$ cat src/rtl/tlb_fork_isr.sv
// Forks one translated DMA request into independently handshaked host and card legs,
// then retires requests in order as the selected done source(s) report completion.
module tlb_fork_isr #(
    parameter int PADDR_BITS = 64,
    parameter int LEN_BITS   = 28,
    parameter int CTL_BITS   = 8,
    parameter int DEST_BITS  = 4,
    parameter int N_OUT      = 8,
    parameter int DONE_MODE  = 0
) (
    input  logic                    aclk,
    input  logic                    areset,
    input  logic                    snk_valid,
    output logic                    snk_ready,
    input  logic [PADDR_BITS-1:0]   snk_paddr_host,
    input  logic [PADDR_BITS-1:0]   snk_paddr_card,
    input  logic [LEN_BITS-1:0]     snk_len,
    input  logic [CTL_BITS-1:0]     snk_ctl,
    input  logic [DEST_BITS-1:0]    snk_dest,
    input  logic                    snk_isr,
    output logic                    snk_done,
    output logic                    snk_isr_return,
    output logic                    host_valid,
    input  logic                    host_ready,
    output logic [PADDR_BITS-1:0]   host_paddr,
    output logic [LEN_BITS-1:0]     host_len,
    output logic [CTL_BITS-1:0]     host_ctl,
    output logic [DEST_BITS-1:0]    host_dest,
    input  logic                    host_done,
    output logic                    card_valid,
    input  logic                    card_ready,
    output logic [PADDR_BITS-1:0]   card_paddr,
    output logic [LEN_BITS-1:0]     card_len,
    output logic [CTL_BITS-1:0]     card_ctl,
    output logic [DEST_BITS-1:0]    card_dest,
    input  logic                    card_done,
    output logic [$clog2(N_OUT):0]  outstanding,
    output logic                    err_spurious
);

    localparam int PW = $clog2(N_OUT);
    localparam int CW = PW + 1;
    localparam logic [CW-1:0] FULL = CW'(N_OUT);
    localparam bit USE_HOST = (DONE_MODE != 0);
    localparam bit USE_CARD = (DONE_MODE != 1);

    typedef enum logic {IDLE, FORK} state_t;

    state_t          state, state_nxt;
    logic [N_OUT-1:0] tag_q;
    logic [PW-1:0]   wr_ptr, rd_ptr;
    logic [CW-1:0]   cnt_host, cnt_card;
    logic [CW-1:0]   eff_host, eff_card;
    logic            accept, host_fire, card_fire, comp;
    logic            spur_host, spur_card, inc_host, inc_card;

    function automatic logic [CW-1:0] ext1(input logic b);
        return {{(CW-1){1'b0}}, b};
    endfunction

    // Ready depends on registered state only, never on either leg's ready.
    assign snk_ready = (state == IDLE) && (outstanding < FULL);
    assign accept    = snk_valid && snk_ready;
    assign host_fire = host_valid && host_ready;
    assign card_fire = card_valid && card_ready;

    always_comb begin
        state_nxt = state;
        case (state)
            IDLE: if (accept) state_nxt = FORK;
            FORK: if ((!host_valid || host_ready) && (!card_valid || card_ready))
                      state_nxt = IDLE;
            default: state_nxt = IDLE;
        endcase
    end

    // A done that would push its counter past the outstanding count is dropped and flagged.
    assign spur_host = USE_HOST && host_done && (cnt_host == outstanding);
    assign spur_card = USE_CARD && card_done && (cnt_card == outstanding);
    assign inc_host  = USE_HOST && host_done && !spur_host;
    assign inc_card  = USE_CARD && card_done && !spur_card;
    assign eff_host  = cnt_host + ext1(inc_host);
    assign eff_card  = cnt_card + ext1(inc_card);

    // Incoming dones count toward this cycle's completion so snk_done lags by one cycle.
    assign comp = (outstanding != '0)
               && (!USE_HOST || (eff_host != '0))
               && (!USE_CARD || (eff_card != '0));

    always_ff @(posedge aclk or posedge areset) begin
        if (areset) begin
            state          <= IDLE;
            host_valid     <= 1'b0;
            card_valid     <= 1'b0;
            host_paddr     <= '0;
            host_len       <= '0;
            host_ctl       <= '0;
            host_dest      <= '0;
            card_paddr     <= '0;
            card_len       <= '0;
            card_ctl       <= '0;
            card_dest      <= '0;
            tag_q          <= '0;
            wr_ptr         <= '0;
            rd_ptr         <= '0;
            outstanding    <= '0;
            cnt_host       <= '0;
            cnt_card       <= '0;
            snk_done       <= 1'b0;
            snk_isr_return <= 1'b0;
            err_spurious   <= 1'b0;
        end else begin
            state <= state_nxt;
            if (accept) begin
                host_valid     <= 1'b1;
                card_valid     <= 1'b1;
                host_paddr     <= snk_paddr_host;
                card_paddr     <= snk_paddr_card;
                host_len       <= snk_len;
                card_len       <= snk_len;
                host_ctl       <= snk_ctl;
                card_ctl       <= snk_ctl;
                host_dest      <= snk_dest;
                card_dest      <= snk_dest;
                tag_q[wr_ptr]  <= snk_isr;
                wr_ptr         <= wr_ptr + PW'(1);
            end else begin
                if (host_fire) host_valid <= 1'b0;
                if (card_fire) card_valid <= 1'b0;
            end
            if (comp) rd_ptr <= rd_ptr + PW'(1);
            outstanding    <= outstanding + ext1(accept) - ext1(comp);
            cnt_host       <= eff_host - ext1(comp && USE_HOST);
            cnt_card       <= eff_card - ext1(comp && USE_CARD);
            snk_done       <= comp;
            snk_isr_return <= comp && tag_q[rd_ptr];
            if (spur_host || spur_card) err_spurious <= 1'b1;
        end
    end

endmodule

$ cat config.mk
export PLATFORM = sky130hd
export DESIGN_NAME = tlb_fork_isr
export DESIGN_NICKNAME = d
export VERILOG_FILES = /design/src/rtl/tlb_fork_isr.sv
export SDC_FILE = /design/constraint.sdc
export NUM_CORES = 1
export LEC_CHECK = 0
export BUFFER_PORTS_ARGS = -buffer_cell sky130_fd_sc_hd__buf_2
export CAP_MARGIN = 15
export CORE_AREA = 2 2 154 156
export CTS_BUF_LIST = sky130_fd_sc_hd__clkbuf_4 sky130_fd_sc_hd__clkbuf_8
export DETAILED_ROUTE_END_ITERATION = 10
export DIE_AREA = 0 0 156 158
export SLEW_MARGIN = 20
export SYNTH_ARGS = -nofsm -noshare
export SYNTH_HDL_FRONTEND = slang
export SYNTH_SLANG_ARGS = --single-unit
$ cat constraint.sdc
create_clock -name aclk -period 6.61 [get_ports aclk]
set_clock_uncertainty 0.15 [all_clocks]
set_input_delay 0.3305 -clock aclk [delete_from_list [all_inputs] [get_ports aclk]]
set_output_delay 0.3305 -clock aclk [all_outputs]
set_load 0.01 [all_outputs]
==> impl_metrics.csv, run 1 <==
group,metric,value,unit
status,status,"completed",
global_routing,grt_pass1_vias,7313,
cells_and_area,drive_gt1_frac,0.3194,
detailed_routing,drc,0,
synth,synthAdderAreaFrac,0.01954,
placement,gp_congestion,0.7670,
pwr,switching_share,0.4222,
cells_and_area,fillers,2122,
pwr,ir_drop,0.1793,mV
synth,yosysWarnings,0,
synth,synth_top_family_by_area,"simple AND/OR/NAND/NOR gates",
placement,post-dp-hpwl,15.43,mm
min_path,min_path_type,"primary input to flop",
die,die_y,158,um
timing,min_period_over_period,0.5286,
clock_tree,cts_tree,"yes",
critical_path,cpPeakStageDelay,480,ps
clock_tree,ctsRootBufferMaster,"clkbuf_8",
detailed_routing,dr.first_iter.drc_count,423,
synth,synth_nets,1056,
detailed_routing,ant_nets,0,
detailed_routing,viasPerCell,4.408,
synth,synth_edf_count,0,
synth,netlist_area,8069,um2
detailed_routing,num_vias,7405,
clock_tree,clk_pin_slew,100,ps
detailed_routing,first_pass_iters,4,
run,drv_cap,0,
global_routing,grt_antenna_before_repair,0,
global_routing,grt_first_pass_wirelength,37.20,mm
synth,ys_seq_area_frac,0.6078,
pwr,p_seq_frac,0.409,
placement,placedCellCount,1475,
die,start_util,0.3500,
timing,timing.slew.headroom,0.3506,
timing,setup_viol,0,
detailed_routing,routedWlPerCell,14.39,um
pwr,p_int,3.025,mW
synth,netlist_instances,868,
die,die_area,24650,um2
pwr,power_switching,2.211,mW
clock_tree,clkSinkCount,196,
cells_and_area,fin_cells,1680,
synth,synth_xor_xnor_area_share,0.01613,
placement,port_buffers,392,
synth,synthMuxAreaShare,0.01845,
timing,slew_violations,0,
synth,synth_cell_types,35,
global_routing,overflow,0,
synth,ys_ff_latch,196,
cells_and_area,fin_nets,1565,
timing,fmax,286.2,MHz
clock_tree,cts.repair.resized,0,
synth,synthFlopType,"dfrtp_1",
clock_tree,clk_path_buf_depth,2,
clock_tree,holdBufCountCts,173,
clock_tree,cts_made_buffers,17,
cells_and_area,final_cell_mix,"nand2_1, buf_2, dfrtp_1",
critical_path,required,6810,ps
detailed_routing,wl,24.18,mm
critical_path,arrival,3700,ps
synth,synthArstFlopShare,1.000,
synth,syn_area_per_cell,9.296,um2
critical_path,path_class,"flop to flop",
critical_path,path_cells,"xor2_1 > nor4_1 > nor2b_1 > ha_1 > ha_1 > xnor2_1 > and2_4 > a31oi_4 > ha_1 > inv_1 > ha_1 > inv_1 > fa_1 > xnor2_1",
clock_tree,postCtsSetupBuffers,0,
critical_path,crit_top_cell,"ha_1",
pwr,p_per_area,435.6,nW/um2
cells_and_area,final_common_cell,"nand2_1",
timing,setup_tns,0,ps
timing,worstMarginPinSlew,974.1,ps
clock_tree,clock_latency,460,ps
cells_and_area,num_antenna_cells,0,
clock_tree,h-tree-depth,4,
die,chipWidth,156,um
critical_path,cp_slowest_cell,"dfrtp_1",
critical_path,crit_fanout,6,
critical_path,crit_path_end_kind,"flop",
critical_path,cp-start-kind,"flop",
pwr,power.share.clock,0.146,
cells_and_area,synthToLayoutAreaGrowth,48.98,%
timing,finalHoldViolations,0,
timing,layout_min_cycle_time,3494,ps
die,num_rows,56,
global_routing,grt_max_degree,127,
global_routing,track_usage,0.1906,
pwr,power_frac_comb,0.445,
die,core-area,23050,um2
synth,synth-compound-area-share,0.01101,
pwr,p_leak,6.804,nW
timing,grt_setup_unrepaired,"false",
die,boundaryPins,394,
synth,synthSimpleGateAreaFrac,0.2526,
[stage by stage]
step	hold WS [ps]	utilization	instance area [um2]	setup WS, ps	power, mW
2_1_floorplan	285.9	-	8069	788.9	3.626
3_3_place_gp	286.2	0.4294	9898	3136	4.363
3_5_place_dp	289.7	0.4294	9898	3062	4.420
4_1_cts	266.9	0.5215	12020	3054	5.294
5_1_grt	292.3	0.5215	12020	2854	5.692
6_report	295.9	0.5215	12020	3116	5.236
[flip-flops by register name (all words and copies together) (netlist names), 3 cells and up]
register / count
card_ctl: 8
card_dest: 4
card_len: 28
card_paddr: 64
cnt_card: 4
host_paddr: 64
outstanding: 4
rd_ptr: 3
tag_q: 8
wr_ptr: 3
[power by group through the flow]
stage	Combinational [mW]	Sequential, mW	Clock, mW
finish	2.33	2.14	0.767
global route	2.63	2.22	0.849
CTS	2.35	2.14	0.807
detailed placement	2.27	2.15	0
global placement	2.23	2.13	0
floorplan	1.25	2.37	0
[worst paths after layout]
kind | start | to | slack [ps] | cells past startpoint
max | outstanding[1] | outstanding[2] | 3120 | 14
min | snk_valid | card_ctl[2] | 300 | 4
max reg2reg | outstanding[1] | outstanding[2] | 3120 | 14
min reg2reg | err_spurious | err_spurious | 320 | 1
max in group asynchronous | areset | card_paddr[45] | 4290 | 4
min in group asynchronous | areset | card_paddr[38] | 390 | 3
[metal layers]
metal  vias up  global-route usage  wire length (um)
met5         -                   0                 0
met4         0             0.06116               400
met3        33             0.05749              1985
met2       292              0.3295             11970
met1      3462              0.2285              9825
li1       3618                   -                 -
[cells by family (layout without fill, tap and decap cells)]
| logic type | after synthesis | in the layout |
|---|---|---|
| adder cells (fa/ha/maj) | 12 | 12 |
| multiplexers | 11 | 11 |
| buffers and inverters | 95 | 617 |
| AND/OR/NAND/NOR | 530 | 530 |
| flip-flops | 196 | 196 |
| AO/OA/AOI/OAI | 10 | 10 |
| XOR/XNOR | 14 | 14 |
[synth_stat cells (4+ instances only)]
| cell | count | area share |
|---|---|---|
| nand2_1 | 512 | 0.24 |
| xor2_1 | 8 | 0.0087 |
| nand3_1 | 5 | 0.0031 |
| dfrtp_1 | 196 | 0.61 |
| inv_1 | 15 | 0.0070 |
| xnor2_1 | 5 | 0.0054 |
| buf_4 | 52 | 0.048 |
| mux2_1 | 4 | 0.0056 |
| ha_1 | 11 | 0.017 |
| buf_2 | 25 | 0.016 |
| nor2b_1 | 4 | 0.0031 |
[area by class of cell]
type | count | area (um2) | share of cell area
Clock buffer | 19 | 249.0 | 0.02071
Inverter | 16 | 72.57 | 0.006037
Tap cell | 290 | 362.8 | 0.03018
Timing Repair Buffer | 569 | 3724 | 0.3097
Clock inverter | 13 | 142.6 | 0.01187
Sequential cell | 196 | 4905 | 0.4080
Multi-Input combinational cell | 577 | 2566 | 0.2135
[critical path, delay by kind of cell, from the launching register on]
family	cells	cell delay, ps
buf+inv	2	110
xor+xnor	3	480
simple gates	3	670
flops	1	480
compound gates	1	290
fa+ha+maj	5	1210
Note: power is estimated with default switching activity, not from simulation.
==> run 2, diff against run 1 <==
==> constraint.sdc (replaced) <==
create_clock -name aclk -period 3.3 [get_ports aclk]
set_clock_uncertainty 0.15 [all_clocks]
set_input_delay 0.165 -clock aclk [delete_from_list [all_inputs] [get_ports aclk]]
set_output_delay 0.165 -clock aclk [all_outputs]
set_load 0.01 [all_outputs]
==> impl_metrics.csv, run 2 (synthesis gave the netlist of run 1 again) <==
group,metric,value,unit
cells_and_area,drive_gt1_frac,0.3278,
pwr,ir_drop,0.4944,mV
cells_and_area,synthToLayoutAreaGrowth,50.22,%
global_routing,grt_pass1_vias,7560,
clock_tree,ctsRootBufferMaster,"clkbuf_8",
critical_path,path_class,"flop to flop",
clock_tree,cts_made_buffers,17,
clock_tree,clkSinkCount,196,
timing,slew_violations,0,
detailed_routing,first_pass_iters,6,
detailed_routing,num_vias,7493,
die,core-area,23050,um2
status,status,"completed",
global_routing,grt_max_degree,85,
critical_path,crit_path_end_kind,"flop",
timing,setup_slack,196.3,ps
timing,fmax,322.2,MHz
clock_tree,clock_latency,470,ps
global_routing,overflow,0,
clock_tree,clk_pin_slew,120,ps
clock_tree,cts_tree,"yes",
die,start_util,0.3500,
placement,port_buffers,392,
cells_and_area,largestRegisters,"card_paddr: 64 flops, host_paddr: 64 flops, card_len: 28 flops",
pwr,p_per_area,871.6,nW/um2
timing,timing.slew.headroom,0.3889,
cells_and_area,final_cell_mix,"nand2_1, buf_2, dfrtp_1",
global_routing,grt_first_pass_wirelength,37.61,mm
detailed_routing,viasPerCell,4.442,
critical_path,reg2reg_slack,200,ps
timing,min_period_over_period,0.9405,
critical_path,r2r-start,"outstanding[2]",
timing,setup_viol,0,
detailed_routing,drc,0,
die,chipWidth,156,um
cells_and_area,fin_cells,1687,
timing,worstMarginPinSlew,916.7,ps
critical_path,arrival,3310,ps
placement,dp_slack,5.792,ps
critical_path,cp-start-kind,"flop",
placement,post-dp-hpwl,15.92,mm
cells_and_area,fillers,2055,
critical_path,required,3500,ps
die,die_y,158,um
die,die_area,24650,um2
global_routing,track_usage,0.1928,
critical_path,crit_path_start,"outstanding[2]",
die,boundaryPins,394,
placement,gp_congestion,0.7508,
cells_and_area,num_antenna_cells,0,
pwr,p_leak,6.844,nW
detailed_routing,dr.first_iter.drc_count,415,
timing,layout_min_cycle_time,3104,ps
cells_and_area,final_common_cell,"nand2_1",
detailed_routing,ant_nets,0,
min_path,min_path_type,"primary input to flop",
timing,grt_setup_unrepaired,"false",
min_path,min_from,"snk_valid",
clock_tree,clk_path_buf_depth,2,
run,drv_cap,0,
global_routing,grt_antenna_before_repair,0,
clock_tree,h-tree-depth,4,
cells_and_area,fin_nets,1574,
timing,finalHoldViolations,0,
critical_path,crit_fanout,3,
detailed_routing,routedWlPerCell,14.42,um
placement,placedCellCount,1483,
die,num_rows,56,
detailed_routing,wl,24.33,mm
timing,setup_tns,0,ps
[run 2: changes by cell type in the layout (fill, tap and decap cells not counted), sizes merged]
cell,before,now
clkinv,7,5
buf,396,405
clkbuf,19,17
inv,21,23
[run 2: final cells by class]
cell class | instances | area, um2 | share of cell area
flip-flops and latches | 196 | 4906 | 0.4047
repair buffers | 578 | 3816 | 0.3148
multi-input cells | 577 | 2600 | 0.2145
well taps | 290 | 362.8 | 0.02993
clock buffers | 17 | 234.0 | 0.01930
clock inverters | 13 | 133.9 | 0.01104
inverters | 16 | 68.82 | 0.005677
[run 2: worst max-delay path, stage by stage (launching register included)]
cell and delay (ps):
dfrtp_1 420, xor2_1 180, nor4_2 310, nor2b_1 90
ha_2 180, ha_2 180, xnor2_2 150, and2_4 190
a31oi_4 160, ha_4 220, inv_1 50, ha_2 160
inv_1 50, fa_1 370, xnor2_1 140
[run 2: worst paths after layout]
path                       cells after the start        endpoint
min in group asynchronous                      3  card_paddr[38]
min                                            4  host_paddr[53]
max in group asynchronous                      4     card_len[9]
max                                           14  outstanding[2]
min reg2reg                                    2   card_paddr[6]
max reg2reg                                   14  outstanding[2]
[run 2: routing by layer]
layer	track usage	vias to the layer above	part of all wire
met1	0.2253	3504	0.40
li1	-	3630	-
met4	0.07383	0	0.022
met5	0	-	0
met2	0.3373	318	0.50
met3	0.05475	41	0.073
[run 2: per-stage QoR]
stage	hold WS, ps	power (mW)	cell area (um2)	utilization
3_3_place_gp	123.6	8.797	9980	0.4329
5_1_grt	29.73	11.51	12120	0.5258
2_1_floorplan	120.4	7.263	8073	-
6_report	44.68	10.57	12120	0.5258
3_5_place_dp	135.5	8.911	9980	0.4329
4_1_cts	1.214	10.62	12090	0.5243
[run 2: report_power, final]
group | leakage (nW) | total [mW] | internal, mW | switching (mW)
clock network | 0.189 | 1.50 | 0.557 | 0.946
logic | 4.23 | 4.78 | 1.99 | 2.79
registers | 2.42 | 4.28 | 3.56 | 0.723
[run 2: repair_timing]
action	4_1_cts	5_1_grt
setup buffers	0	1
gates cloned	0	0
hold buffers	173	0
endpoints found under the setup margin	1	3
endpoints found under the hold margin	200	0
pin swaps	0	3
resized for setup	1	7
